### config.mk
export PLATFORM = sky130hd
export DESIGN_NAME = inv_mix_columns_seq_flat
export DESIGN_NICKNAME = d
export VERILOG_FILES = /design/src/rtl/aes_pkg.sv /design/src/rtl/inv_mix_columns_seq_if.sv /design/src/rtl/inv_mix_column_word.sv /design/src/rtl/inv_mix_columns_seq.sv /design/src/flat_wrapper.sv
export SDC_FILE = /design/constraint.sdc
export NUM_CORES = 1
export LEC_CHECK = 0
export CAP_MARGIN = 40
export CORE_AREA = 2 2 141 143
export CTS_CLUSTER_SIZE = 40
export DETAILED_ROUTE_END_ITERATION = 6
export DIE_AREA = 0 0 143 145
export PLACE_DENSITY = 0.81
export REMOVE_ABC_BUFFERS = 1
export SLEW_MARGIN = 10
export SYNTH_ARGS = -nofsm -noshare
export SYNTH_HDL_FRONTEND = slang
export SYNTH_SLANG_ARGS = --single-unit
### constraint.sdc
create_clock -name iClk -period 4.2 [get_ports iClk]
set_clock_uncertainty 0.1 [all_clocks]
set_input_delay 0.63 -clock iClk [delete_from_list [all_inputs] [get_ports iClk]]
set_output_delay 0.63 -clock iClk [all_outputs]
set_load 0.05 [all_outputs]
### src/rtl/aes_pkg.sv
// Shared AES definitions: GF(2^8) arithmetic, FSM states,
// and the byte-to-bit mapping of the 128-bit state.
package aes_pkg;

  localparam logic [7:0] GF_POLY = 8'h1B;
  localparam logic [7:0] IMC_E   = 8'h0E;
  localparam logic [7:0] IMC_B   = 8'h0B;
  localparam logic [7:0] IMC_D   = 8'h0D;
  localparam logic [7:0] IMC_9   = 8'h09;

  typedef enum logic [1:0] {
    IDLE,
    BUSY,
    DONE
  } state_e;

  function automatic logic [7:0] xtime(
    input logic [7:0] b
  );
    return {b[6:0], 1'b0} ^ (b[7] ? GF_POLY : 8'h00);
  endfunction

  // Constant b folds this into a plain xtime/XOR chain.
  function automatic logic [7:0] gf_mul(
    input logic [7:0] a,
    input logic [7:0] b
  );
    logic [7:0] p;
    logic [7:0] x;
    p = '0;
    x = a;
    for (int i = 0; i < 8; i++) begin
      if (b[i]) p = p ^ x;
      x = xtime(x);
    end
    return p;
  endfunction

  function automatic int byte_idx(
    input int r,
    input int c
  );
    return 8 * (4 * c + r);
  endfunction

endpackage

### src/rtl/inv_mix_columns_seq_if.sv
// Valid/ready bundle carrying one AES state in and one out.
// slave is the engine side, master the surrounding datapath.
interface inv_mix_columns_seq_if;

  logic         iValid;
  logic         oReady;
  logic [127:0] iData;
  logic         iBypass;
  logic         oValid;
  logic         iReady;
  logic [127:0] oData;

  modport master (
    output iValid, iData, iBypass, iReady,
    input  oReady, oValid, oData
  );

  modport slave (
    input  iValid, iData, iBypass, iReady,
    output oReady, oValid, oData
  );

endinterface

### src/rtl/inv_mix_column_word.sv
// Combinational InvMixColumns on one 32-bit column.
// Byte r of the column sits at bits [8r +: 8].
module inv_mix_column_word
  import aes_pkg::*;
(
  input  logic [31:0] col_i,
  output logic [31:0] col_o
);

  logic [7:0] s [4];

  for (genvar r = 0; r < 4; r++) begin : g_byte
    assign s[r] = col_i[byte_idx(r, 0) +: 8];
  end

  function automatic logic [7:0] row(
    input logic [7:0] a,
    input logic [7:0] b,
    input logic [7:0] c,
    input logic [7:0] d
  );
    return gf_mul(a, IMC_E) ^ gf_mul(b, IMC_B)
         ^ gf_mul(c, IMC_D) ^ gf_mul(d, IMC_9);
  endfunction

  assign col_o[7:0]   = row(s[0], s[1], s[2], s[3]);
  assign col_o[15:8]  = row(s[1], s[2], s[3], s[0]);
  assign col_o[23:16] = row(s[2], s[3], s[0], s[1]);
  assign col_o[31:24] = row(s[3], s[0], s[1], s[2]);

endmodule

### src/rtl/inv_mix_columns_seq.sv
// Iterative AES InvMixColumns, COLS_PER_CYCLE columns per clock,
// valid/ready in and out, bypass for the last decryption round.
module inv_mix_columns_seq
  import aes_pkg::*;
#(
  parameter int COLS_PER_CYCLE = 1
) (
  input logic                  iClk,
  input logic                  iRst_n,
  inv_mix_columns_seq_if.slave bus
);

  localparam int NUM_STEPS = 4 / COLS_PER_CYCLE;
  localparam logic [1:0] LAST =
    2'((NUM_STEPS - 1) * COLS_PER_CYCLE);
  localparam logic [1:0] STEP = 2'(COLS_PER_CYCLE);

  if (COLS_PER_CYCLE != 1 && COLS_PER_CYCLE != 2 &&
      COLS_PER_CYCLE != 4) begin : g_bad_cols
    $error("COLS_PER_CYCLE must be 1, 2 or 4");
  end

  state_e       state_q, state_d;
  logic [1:0]   cnt_q, cnt_d;
  logic [127:0] data_q, data_d;
  logic         byp_q, byp_d;
  logic         rdy_q, rdy_d;
  logic         vld_q, vld_d;

  logic [1:0]  col_idx [COLS_PER_CYCLE];
  logic [31:0] col_in  [COLS_PER_CYCLE];
  logic [31:0] col_out [COLS_PER_CYCLE];

  for (genvar k = 0; k < COLS_PER_CYCLE; k++) begin : g_col
    assign col_idx[k] = cnt_q + 2'(k);
    assign col_in[k]  = data_q[{col_idx[k], 5'd0} +: 32];
    inv_mix_column_word u_word (
      .col_i (col_in[k]),
      .col_o (col_out[k])
    );
  end

  always_comb begin
    state_d = state_q;
    cnt_d   = cnt_q;
    data_d  = data_q;
    byp_d   = byp_q;
    rdy_d   = rdy_q;
    vld_d   = vld_q;
    unique case (state_q)
      IDLE: begin
        rdy_d = 1'b1;
        if (bus.iValid && rdy_q) begin
          data_d  = bus.iData;
          byp_d   = bus.iBypass;
          cnt_d   = '0;
          rdy_d   = 1'b0;
          state_d = BUSY;
        end
      end
      BUSY: begin
        if (!byp_q) begin
          for (int k = 0; k < COLS_PER_CYCLE; k++) begin
            data_d[{col_idx[k], 5'd0} +: 32] = col_out[k];
          end
        end
        // Counter holds on the last step; IDLE re-clears it.
        if (cnt_q == LAST) begin
          vld_d   = 1'b1;
          state_d = DONE;
        end else begin
          cnt_d = cnt_q + STEP;
        end
      end
      DONE: begin
        if (bus.iReady) begin
          vld_d   = 1'b0;
          rdy_d   = 1'b1;
          state_d = IDLE;
        end
      end
      default: state_d = IDLE;
    endcase
  end

  always_ff @(posedge iClk or negedge iRst_n) begin
    if (!iRst_n) begin
      state_q <= IDLE;
      cnt_q   <= '0;
      data_q  <= '0;
      byp_q   <= 1'b0;
      rdy_q   <= 1'b0;
      vld_q   <= 1'b0;
    end else begin
      state_q <= state_d;
      cnt_q   <= cnt_d;
      data_q  <= data_d;
      byp_q   <= byp_d;
      rdy_q   <= rdy_d;
      vld_q   <= vld_d;
    end
  end

  assign bus.oReady = rdy_q;
  assign bus.oValid = vld_q;
  assign bus.oData  = data_q;

endmodule

### src/flat_wrapper.sv
// flat-port wrapper written by rule: the top's interface ports become plain ports
module inv_mix_columns_seq_flat import aes_pkg::*;
#(
  parameter int COLS_PER_CYCLE = 1
)
  (iClk, iRst_n, bus_iValid, bus_iData, bus_iBypass, bus_iReady, bus_oReady, bus_oValid, bus_oData);
  inv_mix_columns_seq_if bus_i ();
  input logic iClk;
  input logic iRst_n;
  input wire logic [$bits(bus_i.iValid)-1:0] bus_iValid;
  input wire logic [$bits(bus_i.iData)-1:0] bus_iData;
  input wire logic [$bits(bus_i.iBypass)-1:0] bus_iBypass;
  input wire logic [$bits(bus_i.iReady)-1:0] bus_iReady;
  output wire logic [$bits(bus_i.oReady)-1:0] bus_oReady;
  output wire logic [$bits(bus_i.oValid)-1:0] bus_oValid;
  output wire logic [$bits(bus_i.oData)-1:0] bus_oData;
  assign bus_i.iValid = bus_iValid;
  assign bus_i.iData = bus_iData;
  assign bus_i.iBypass = bus_iBypass;
  assign bus_i.iReady = bus_iReady;
  assign bus_oReady = bus_i.oReady;
  assign bus_oValid = bus_i.oValid;
  assign bus_oData = bus_i.oData;
  inv_mix_columns_seq #(.COLS_PER_CYCLE(COLS_PER_CYCLE)) u_core (.iClk(iClk), .iRst_n(iRst_n), .bus(bus_i));
endmodule
# After elaboration in Yosys (flattened, before gate mapping)
# Cells that the tools add are included.
# Widths: inputs -> output; s select.
# totals
mem_count,0
rom_bits,0
regBits,135
ram_bits,0
inputBits,133
latchBits,0
output_inout_bits,130
# classes
shift,3
n_addsub,2
bitwise_logic,52
muxes,29
eq_ne,8
div_mod_pow,0
multipliers,0
magnitude_cmp,0
n_reduce_logical,11
# op_table
operator,n
$xor 8x8->8,44
$mux 128,2
$pmux 128 s2,1
$bwmux 128,1
$shift 32x9->128 const A,1
$shiftx 128x8->32,1
$shiftx 32x9->128,1
$xor 8x5->8,8
$mux 5,12
$reduce_and 3->1,4
$mux 2,5
$neg 7->9,1
$ne 2x2->1 const B,3
$pmux 2 s3,1
$reduce_bool 2->1,3
$eq 2x2->1 const B,2
$mux 1,4
$ne 2x1->1 const B,2
$pmux 1 s2,2
$pmux 2 s2,1
$reduce_and 2->1,2
$add 2x1->2 const B,1
$eq 2x1->1 const B,1
$logic_not 2->1,1
$logic_and 1x1->1,1

# Logic depth before layout (Yosys ltp)
# Gate-level depths: netlist of run 1.
# logic_depth
depth_word,15
mapped_depth,11

# Cells and area by module
# A second synthesis of run 1 with hierarchy kept.
# hier_totals
cells_unflattened,915
hier_area_um2,10974.3
# by_module_without_submodules
module,cells_each,area_per_inst_um2,seq_area_each_um2,instances
inv_mix_columns_seq,702,8493.1,3378.2,1
inv_mix_column_word,213,2481.1,0.0,1

# Least setup slack after synthesis of run 1
# Ideal clock, no wire load.
# synth_timing
path_type,flip-flop to flip-flop
startpoint,register u_core.cnt_q[0]
endpoint,register u_core.data_q[100] (netlist: u_core.bus.oData[100])
setup_ps,137
stages_incl_launch_ff,10
required_ps,3963
slack_ps,1192
arrival_time_ps,2771
cell_sequence,dfrtp_1 buf_6 mux4_2 buf_4 xor2_2 xnor3_1 xnor3_1 xnor2_2 a22oi_1 a21oi_1
# synth_via
elab_chain_cells,13
word_cells_on_any_way,71
classes_between,add/sub: 1; shift: 3; mux: 15; bitwise: 52
# synth_rtl
element,line,rtl
"start, declared",inv_mix_columns_seq.sv:24,"logic [1:0] cnt_q, cnt_d;"
"start signal, assigned",inv_mix_columns_seq.sv:96,cnt_q <= cnt_d;
$shiftx 128x8->32,inv_mix_columns_seq.sv:36,"assign col_in[k] = data_q[{col_idx[k], 5'd0} +: 32];"
"$xor 8x8->8, or another cell as far along",aes_pkg.sv:20,"return {b[6:0], 1'b0} ^ (b[7] ? GF_POLY : 8'h00);"
"$mux 5, or another cell as far along",aes_pkg.sv:20,
"$xor 8x5->8, or another cell as far along",aes_pkg.sv:20,
"$xor 8x8->8, or another cell as far along",aes_pkg.sv:33,if (b[i]) p = p ^ x;
$xor 8x8->8,aes_pkg.sv:33,
$xor 8x8->8,inv_mix_column_word.sv:22,"return gf_mul(a, IMC_E) ^ gf_mul(b, IMC_B)"
$xor 8x8->8 (2 in a row),inv_mix_column_word.sv:23,"^ gf_mul(c, IMC_D) ^ gf_mul(d, IMC_9);"
$shiftx 32x9->128,inv_mix_columns_seq.sv:64,"data_d[{col_idx[k], 5'd0} +: 32] = col_out[k];"
$bwmux 128 (*),inv_mix_columns_seq.sv:64,
$mux 128 (*),inv_mix_columns_seq.sv:62,if (!byp_q) begin
$pmux 128 s2 (*),inv_mix_columns_seq.sv:50,unique case (state_q)
"end signal, assigned",inv_mix_columns_seq.sv:97,data_q <= data_d;
"end, declared",inv_mix_columns_seq.sv:25,"logic [127:0] data_q, data_d;"
# Every way passes the cells marked *; elsewhere a longest branch is shown, timed or not. The select of a mux whose other input is x is not followed.
# A chain may end at the register's enable or synchronous reset.

# Worst setup path after layout of run 1
# layout_timing
startpoint,register u_core.cnt_q[0]
endpoint,register u_core.data_q[37] (netlist: u_core.bus.oData[37])
# The elaborated chain is that of the path after synthesis.

==> results, run 1 <==
- The run finished with clean final reports.
- Setup repair after global routing left no endpoint under its margin.
- The path class of the tightest hold or removal check is primary input to async pin.
- The total setup violations reported at the end of the flow is 0.
- The critical path is of the flop to flop type.
- The floorplan step set the die width to 143 microns.
- The number of max-slew violations in the final report was 0.
- The layout net count is 1228.
- The average instance area after synthesis is 10.66 sq um.
- The die covers 20740 sq um.
- Measured against its own limit, the worst slew margin works out to 47.24%.
- The core region is 19210 sq um.
- Clock tree synthesis found a total of 135 sinks.
- The flop and latch count out of synthesis is 135.
- In the routed layout, each cell is associated on average with a via count of 6.010.
- In the final routed layout, each cell accounts on average for 22.64 microns.
- In this run the cell area of the synthesized design comes to 9225 sq um.
- The longest clock path from root to sink contains 2 buffers.
- The worst reg2reg path endpoint is u_core.bus.oData[37].
- The signal on the critical path passes through buf_4 -> mux4_2 -> xnor3_1 -> xnor3_1 -> xnor3_1 -> a2bb2oi_1 -> a21oi_1.
- In this run, post-CTS hold repair placed 0 buffers.
- The number of synthesis warnings is 0.
- For this run, design rule violations remaining after detail routing come to 0.
- The final layout contains routed wiring with a total length of 31000 microns.
- The total global routing track utilization is 30.02%.
- The effective utilization at floorplan is 48.03%.
- The startpoint of the most critical register-to-register path is u_core.cnt_q[0].
- After clock tree synthesis, the clock-pin slew on the worst setup and hold paths is 60 ps.
- The critical path launch point is u_core.cnt_q[0].
- The number of cells on the worst reg-to-reg path is 7.
- Pin placement for this block handled 263 I/O pins.
- The number of rows created at floorplan is 51.
- Once placement finished, the instance area stood at 12040 sq um.
- The clock period could shrink to 3691 ps.
- Hold timing on the final database bottoms out at a slack of 126.2 ps.
- Cells fill 66.06% of the core in the end.
- The buffer type at the clock tree root is sky130_fd_sc_hd__clkbuf_16.
- Broken down by cell family, the worst path's largest delay share belongs to XOR/XNOR gates.
- The first global-routing pass estimated 47540 microns of wire.
- Compared with the post-synthesis result, the final layout area differs by 37.54%.
- Summed over all nets, the half-perimeter wirelength after detailed placement is 22140 microns.
- Yosys mapped the design onto 37 distinct sky130hd cell types.
- STA classifies the critical path startpoint as a flop.
- The number of buffers created by CTS is 17.
- The setup slack of the most critical reg-to-reg path is 510 ps.
- For the pin with the worst max-slew slack, the measured transition is 791.4 ps.
- The total overflow left after global routing is 0.
- The final critical-path share of the clock period is 87.89%.
- Of all nets on the critical path, the largest fanout is 14.
- The cell count after synthesis came out at 865.
- The via count of the first global-routing pass is 8337.
- The max-capacitance violation count is 0.
- In this run, synthesis inferred 0 flip-flops with an integrated enable.
- The detailed router placed 8228 vias in this run.
- The share of final-layout standard cells stronger than drive strength 1 is 10.33%.
- The kind of end point of the critical path is a flop.
- The total non-filler cell area in the finished layout is 12690 sq um.
- In this run the number of H-tree levels came out at 4.
- The delay of the slowest cell on the worst path is 680 ps.
- The arrival time of the worst setup path is 3890 ps.
- The later pin in the worst-skew pair is clocked with a latency of 430 ps.
- The most used flip-flop cell after synthesis is sky130_fd_sc_hd__dfrtp_1.
- The proportion of synthesized chip area in sequential cells is 36.62%.
- The number of setup buffers added after CTS is 0.
- In this run the remaining antenna-violating nets after routing total 0.
- The pin count of the biggest net entering global routing is 75.
- In this run the vertical extent of the chip is 145 microns.
- The number of DRC markers after the initial detailed-route iteration is 973.
- The async set-reset flop share out of synthesis is 100.0%.
- For the worst setup path, the data required time is 4400 ps.
- The number of buffers and inverters on the critical path is 1.
- The slowest stage cell on the critical path is sky130_fd_sc_hd__dfrtp_2.
- The initial antenna violation count is 0.
- The diode insertion count for antenna repair is 0.
- The TritonCTS clock tree is yes.
- The maximum clock frequency is 270.9 MHz.
- The number of hold violations in the final report was 0.
- The post-cts repair resize count is 0.
- During placement, the flow inserted port buffers numbering 262.
- For this run, the detailed router's first-pass iteration total came to 6.
- The cell that appears most often on the critical path is sky130_fd_sc_hd__xnor3_1.
- The final weighted congestion in routability-driven placement is 1.014.
==> how the worst max path moves through the flow <==
| stage | slack (ps) | end | cells past startpoint |
|---|---|---|---|
| 2_1_floorplan | -1430 | u_core.bus.oData[0] | 5 |
| 3_3_place_gp | 580 | u_core.bus.oData[101] | 7 |
| 3_5_place_dp | 550 | u_core.bus.oData[37] | 7 |
| 4_1_cts | 520 | u_core.bus.oData[37] | 7 |
| 5_1_grt | 370 | u_core.bus.oData[99] | 8 |
| 6_report | 510 | u_core.bus.oData[37] | 7 |
==> cell families after synthesis <==
kind of cell | share of synthesized area (%)
flip-flops | 36.62
AND/OR/NAND/NOR | 7.189
adder cells (fa/ha/maj) | 0.5425
multiplexers | 7.934
AO/OA/AOI/OAI | 18.00
XOR/XNOR | 25.76
buffers and inverters | 3.960
==> layout make-up <==
| cell class | count | area, sq um |
|---|---|---|
| repair buffers | 277 | 2799 |
| multi-input cells | 655 | 5505 |
| inverters | 5 | 18.77 |
| flip-flops and latches | 135 | 3381 |
| clock buffers | 25 | 515.5 |
| well taps | 265 | 331.6 |
| fillers | 1427 | 6519 |
| clock inverters | 7 | 137.6 |
==> per-layer routing <==
layer	wire [microns]	part of all wire (%)	up-vias	global-route usage, %
met5	0	0	-	0
met1	12250	40	4042	40.85
met3	2925	9.4	75	6.172
li1	-	-	3554	-
met2	14930	48	557	47.97
met4	901	2.9	0	10.10
==> placed cells by master, fill, tap and decap left out, types with 2 or more instances in the layout <==
| cell type | instances |
|---|---|
| sky130_fd_sc_hd__a21oi_1 | 149 |
| sky130_fd_sc_hd__a22oi_1 | 88 |
| sky130_fd_sc_hd__a2bb2oi_1 | 24 |
| sky130_fd_sc_hd__and4_1 | 2 |
| sky130_fd_sc_hd__buf_12 | 5 |
| sky130_fd_sc_hd__buf_4 | 10 |
| sky130_fd_sc_hd__bufinv_16 | 4 |
| sky130_fd_sc_hd__clkbuf_1 | 2 |
| sky130_fd_sc_hd__clkbuf_16 | 17 |
| sky130_fd_sc_hd__clkbuf_8 | 6 |
| sky130_fd_sc_hd__clkdlybuf4s50_1 | 261 |
| sky130_fd_sc_hd__clkinv_2 | 2 |
| sky130_fd_sc_hd__dfrtp_1 | 133 |
| sky130_fd_sc_hd__dfrtp_2 | 2 |
| sky130_fd_sc_hd__ha_1 | 4 |
| sky130_fd_sc_hd__inv_1 | 5 |
| sky130_fd_sc_hd__mux4_2 | 32 |
| sky130_fd_sc_hd__nand2_1 | 4 |
| sky130_fd_sc_hd__nand2b_1 | 2 |
| sky130_fd_sc_hd__nand4_1 | 3 |
| sky130_fd_sc_hd__nor2_1 | 149 |
| sky130_fd_sc_hd__o21a_2 | 3 |
| sky130_fd_sc_hd__xnor2_1 | 105 |
| sky130_fd_sc_hd__xnor2_2 | 13 |
| sky130_fd_sc_hd__xnor2_4 | 5 |
| sky130_fd_sc_hd__xnor3_1 | 30 |
| sky130_fd_sc_hd__xnor3_2 | 4 |
| sky130_fd_sc_hd__xor2_1 | 19 |
| sky130_fd_sc_hd__xor2_2 | 3 |
| sky130_fd_sc_hd__xor3_1 | 3 |
| sky130_fd_sc_hd__xor3_2 | 2 |
==> registers in the layout, indices dropped and copies added (netlist names) <==
name,count
u_core.bus.oData,128
u_core.cnt_q,2
u_core.state_q,2
u_core.bus.oReady,1
u_core.bus.oValid,1
u_core.byp_q,1
==> worst reg2reg max path, delay by kind of cell (launching register included) <==
| family | cells | cell delay [ps] |
|---|---|---|
| DFF | 1 | 680 |
| AOI/OAI and AO/OA | 2 | 310 |
| muxes | 1 | 610 |
| buffers and inverters | 1 | 270 |
| xor gates and xnor gates | 3 | 1610 |
==> cell usage after synthesis, types with 2 or more instances <==
cell | number | area share (%)
sky130_fd_sc_hd__nor3_1 | 2 | 0.11
sky130_fd_sc_hd__nor2_1 | 149 | 6.1
sky130_fd_sc_hd__xnor2_1 | 105 | 10
sky130_fd_sc_hd__buf_2 | 19 | 1.0
sky130_fd_sc_hd__a2bb2oi_1 | 24 | 2.3
sky130_fd_sc_hd__xor2_2 | 3 | 0.53
sky130_fd_sc_hd__buf_6 | 3 | 0.37
sky130_fd_sc_hd__nand2b_1 | 2 | 0.14
sky130_fd_sc_hd__nand2_1 | 5 | 0.20
sky130_fd_sc_hd__a21oi_1 | 149 | 8.1
sky130_fd_sc_hd__nand4_1 | 3 | 0.20
sky130_fd_sc_hd__xnor3_1 | 30 | 7.3
sky130_fd_sc_hd__xor3_1 | 3 | 0.77
sky130_fd_sc_hd__xnor3_2 | 4 | 1.0
sky130_fd_sc_hd__xor2_1 | 19 | 1.8
sky130_fd_sc_hd__clkbuf_1 | 36 | 1.5
sky130_fd_sc_hd__ha_1 | 4 | 0.54
sky130_fd_sc_hd__mux4_2 | 32 | 7.8
sky130_fd_sc_hd__buf_1 | 4 | 0.16
sky130_fd_sc_hd__xnor2_2 | 13 | 2.3
sky130_fd_sc_hd__o21a_1 | 3 | 0.24
sky130_fd_sc_hd__a22oi_1 | 88 | 7.2
sky130_fd_sc_hd__and4_1 | 2 | 0.19
sky130_fd_sc_hd__dfrtp_1 | 135 | 37
sky130_fd_sc_hd__inv_1 | 5 | 0.20
sky130_fd_sc_hd__buf_4 | 7 | 0.57
sky130_fd_sc_hd__xnor2_4 | 5 | 1.5
sky130_fd_sc_hd__xor3_2 | 2 | 0.54
==> stage by stage <==
stage	TNS, ps	instances	setup slack [ps]
after global placement	0	1337	575.8
after CTS	0	1369	523.0
final	0	1369	508.7
after floorplan	-59370	795	-1426
after global routing	0	1369	366.3
after detailed placement	0	1337	551.8
Power of run 1 is left out: the tool's default activity adds up to more than one toggle a clock period on the data nets, which glitch-free logic cannot reach.
==> run 2, diff against run 1 <==
SLEW_MARGIN = 5   (was 10)
==> results of run 2 <==
Same layout as run 1: the final DEF is identical, and so are final timing and power.
Power of run 2 is left out for the same reason.
==> run 3, diff against run 2 <==
CORE_AREA = 3 3 142 144   (was 2 2 141 143)
DIE_AREA = 0 0 145 147   (was 0 0 143 145)
==> run 3 against run 2 <==
  * First-iteration DRC count shrank 16%
  * Routed wire length fell by 0.42%
  * Setup slack got worse by 68 ps
  * Via count is 1.5% lower
  * Register-to-register slack worse by 70 ps
  * Count of clock-buffer cells in the layout decreased by 7
  * Global-route usage fell by 1.2 points
  * Non-clock buffer count grew 2
  * Sequential cell count stayed put
  * Utilization up 1.1 points
==> results, run 3 (synthesized netlist as in run 1, its figures left out) <==
- The run finished with clean final reports.
- The cell sitting at the root of the clock tree is a sky130_fd_sc_hd__clkbuf_16.
- The slowest stage cell on the critical path is sky130_fd_sc_hd__dfrtp_2.
- The floorplan step set the die height to 147 microns.
- Relative to the synthesized area, the layout overhead comes to 37.07%.
- The arrival time of the worst setup path is 3940 ps.
- The placeable core region is 18830 sq um.
- No sink is reached through more buffers than the 2 on the longest clock path.
- The area occupied by multi-input gates is 5505 sq um.
- The diode insertion count for antenna repair is 0.
- The min-delay analysis places its worst path in the category primary input to async pin.
- Broken down by cell family, the worst path's largest delay share belongs to XOR/XNOR gates.
- The depth of the CTS H-tree is 4.
- Derived from the worst setup path, the maximum achievable clock frequency is 266.0 MHz.
- The filler cell count is 1430.
- The worst reg2reg path endpoint is u_core.bus.oData[99].
- The floorplan step set the die width to 145 microns.
- The total setup violations reported at the end of the flow is 0.
- The via count of the first global-routing pass is 8323.
- The sequential cell area is 3381 sq um.
- The routed layout has 8104 vias.
- Once layout is complete, the utilization of the core stands at 67.15%.
- The number of buffers created by CTS is 17.
- The count of pins on the block boundary is 263.
- The die covers 21320 sq um.
- Once detailed placement completed, the half-perimeter wirelength came to 22590 microns.
- At the worst endpoint, the required time is 4380 ps.
- Together, buffers and inverters on the worst path number 1.
- The top cell types in the final layout, fill and taps aside, are 261 x sky130_fd_sc_hd__clkdlybuf4s50_1, 149 x sky130_fd_sc_hd__a21oi_1, 149 x sky130_fd_sc_hd__nor2_1.
- For the finished layout, the period the worst path requires is 3759 ps.
- The detail route stage leaves a number of antenna-violating nets equal to 0.
- In the finished design, the share of the clock period the worst path needs comes to 89.50%.
- The leading cell type in the layout, fill and taps excluded is sky130_fd_sc_hd__clkdlybuf4s50_1.
- The clock-pin slew of the registers on the worst-case setup and hold paths is 60 ps.
- The worst pin sits at a relative slew slack of 46.46%.
- The number of clock sinks seen by CTS is 135.
- Setup repair after global routing left no endpoint under its margin.
- Summed over all layers, the global routing overflow is 0.
- The initial antenna violation count is 0.
- The type of origin of the critical path is a flop.
- The post-cts repair resize count is 0.
- The register with the most flip-flops in the layout has 128 of them.
- The number of max-slew violations in the final report is 0.
- After detailed routing, the total wire length is 30870 microns.
- For this run, the total global-route usage over all layers was measured as 28.79%.
- The global-route wire length before repair is 48020 microns.
- At the pin with the least slew margin, the transition time is 803.0 ps.
- Before antenna repair, the detailed router went through 6 iterations.
- In this run the critical register-to-register path is launched from u_core.cnt_q[0].
- The final weighted congestion in routability-driven placement is 0.9849.
- The pin count of the biggest net entering global routing is 74.
- The max-capacitance violation count is 0.
- In the final routed layout, each cell accounts on average for 22.60 microns.
- The critical path in this run is classified as flop to flop.
- Along the worst path, the maximum fanout reaches 24.
- The layout net count is 1230.
- The share of final-layout standard cells stronger than drive strength 1 is 10.67%.
- The depth of the worst register-to-register path is 8.
- The setup slack of the most critical reg-to-reg path is 440 ps.
- The average vias per placed instance is 5.933.
- The detailed router finished its first iteration with 815 violations.
- The source-to-sink clock delay at the later pin of the worst-skew pair is 430 ps.
- The number of buffers added to fix hold violations after cts is 0.
- The critical path goes through buf_12 -> mux4_2 -> xnor2_2 -> xor2_2 -> xnor2_1 -> xnor3_1 -> a22oi_1 -> a21oi_1.
- TritonCTS built the clock tree.
- The kind of end point of the critical path is a flop.
- In this run the tool buffered the top-level ports with 262 buffer cells.
- The number of hold violations in the final report is 0.
- The number of setup buffers added after CTS is 0.
- The final routed DRC violation total is 0.
- The delay of the slowest cell on the worst path is 760 ps.
- The effective utilization at floorplan is 48.99%.
- The number of rows created at floorplan is 50.
-- run 3: layout make-up --
| class | instances | share of cell area [%] |
|---|---|---|
| Clock buffer | 18 | 3.473 |
| Clock inverter | 14 | 1.375 |
| Inverter | 5 | 0.1484 |
| Multi-Input combinational cell | 655 | 43.54 |
| Sequential cell | 135 | 26.74 |
| Tap cell | 260 | 2.573 |
| Timing Repair Buffer | 279 | 22.16 |
-- run 3: worst max path at each step --
stage                       from               endpoint  slack, ps  cells after the start
6_report         u_core.cnt_q[0]   u_core.bus.oData[99]        440                      8
3_5_place_dp     u_core.cnt_q[0]   u_core.bus.oData[19]        440                      8
5_1_grt          u_core.cnt_q[0]   u_core.bus.oData[99]        220                      8
4_1_cts          u_core.cnt_q[0]   u_core.bus.oData[99]        440                      8
3_3_place_gp     u_core.cnt_q[0]  u_core.bus.oData[115]        570                      8
2_1_floorplan  u_core.state_q[1]    u_core.bus.oData[0]      -1430                      5
-- run 3: routing by layer --
metal  track usage, %  wire length [microns]  part of all wire [%]
met1            38.50                  12260                    40
met3            6.138                   2898                   9.4
met5                0                      0                     0
met2            46.83                  14870                    48
met4            10.45                    847                   2.7
-- run 3: per-stage QoR --
step                std cells  TNS [ps]  instance area [sq um]  setup slack (ps)  hold WS, ps
detailed placement       1334         0                  12030             441.3        395.8
global route             1366         0                  12640             218.2        175.9
global placement         1334         0                  12030             572.1        388.0
floorplan                 795    -59370                   8879             -1426        234.4
CTS                      1366         0                  12640             441.0        145.6
finish                   1366         0                  12640             441.1        121.8
Power of run 3 is left out for the same reason.
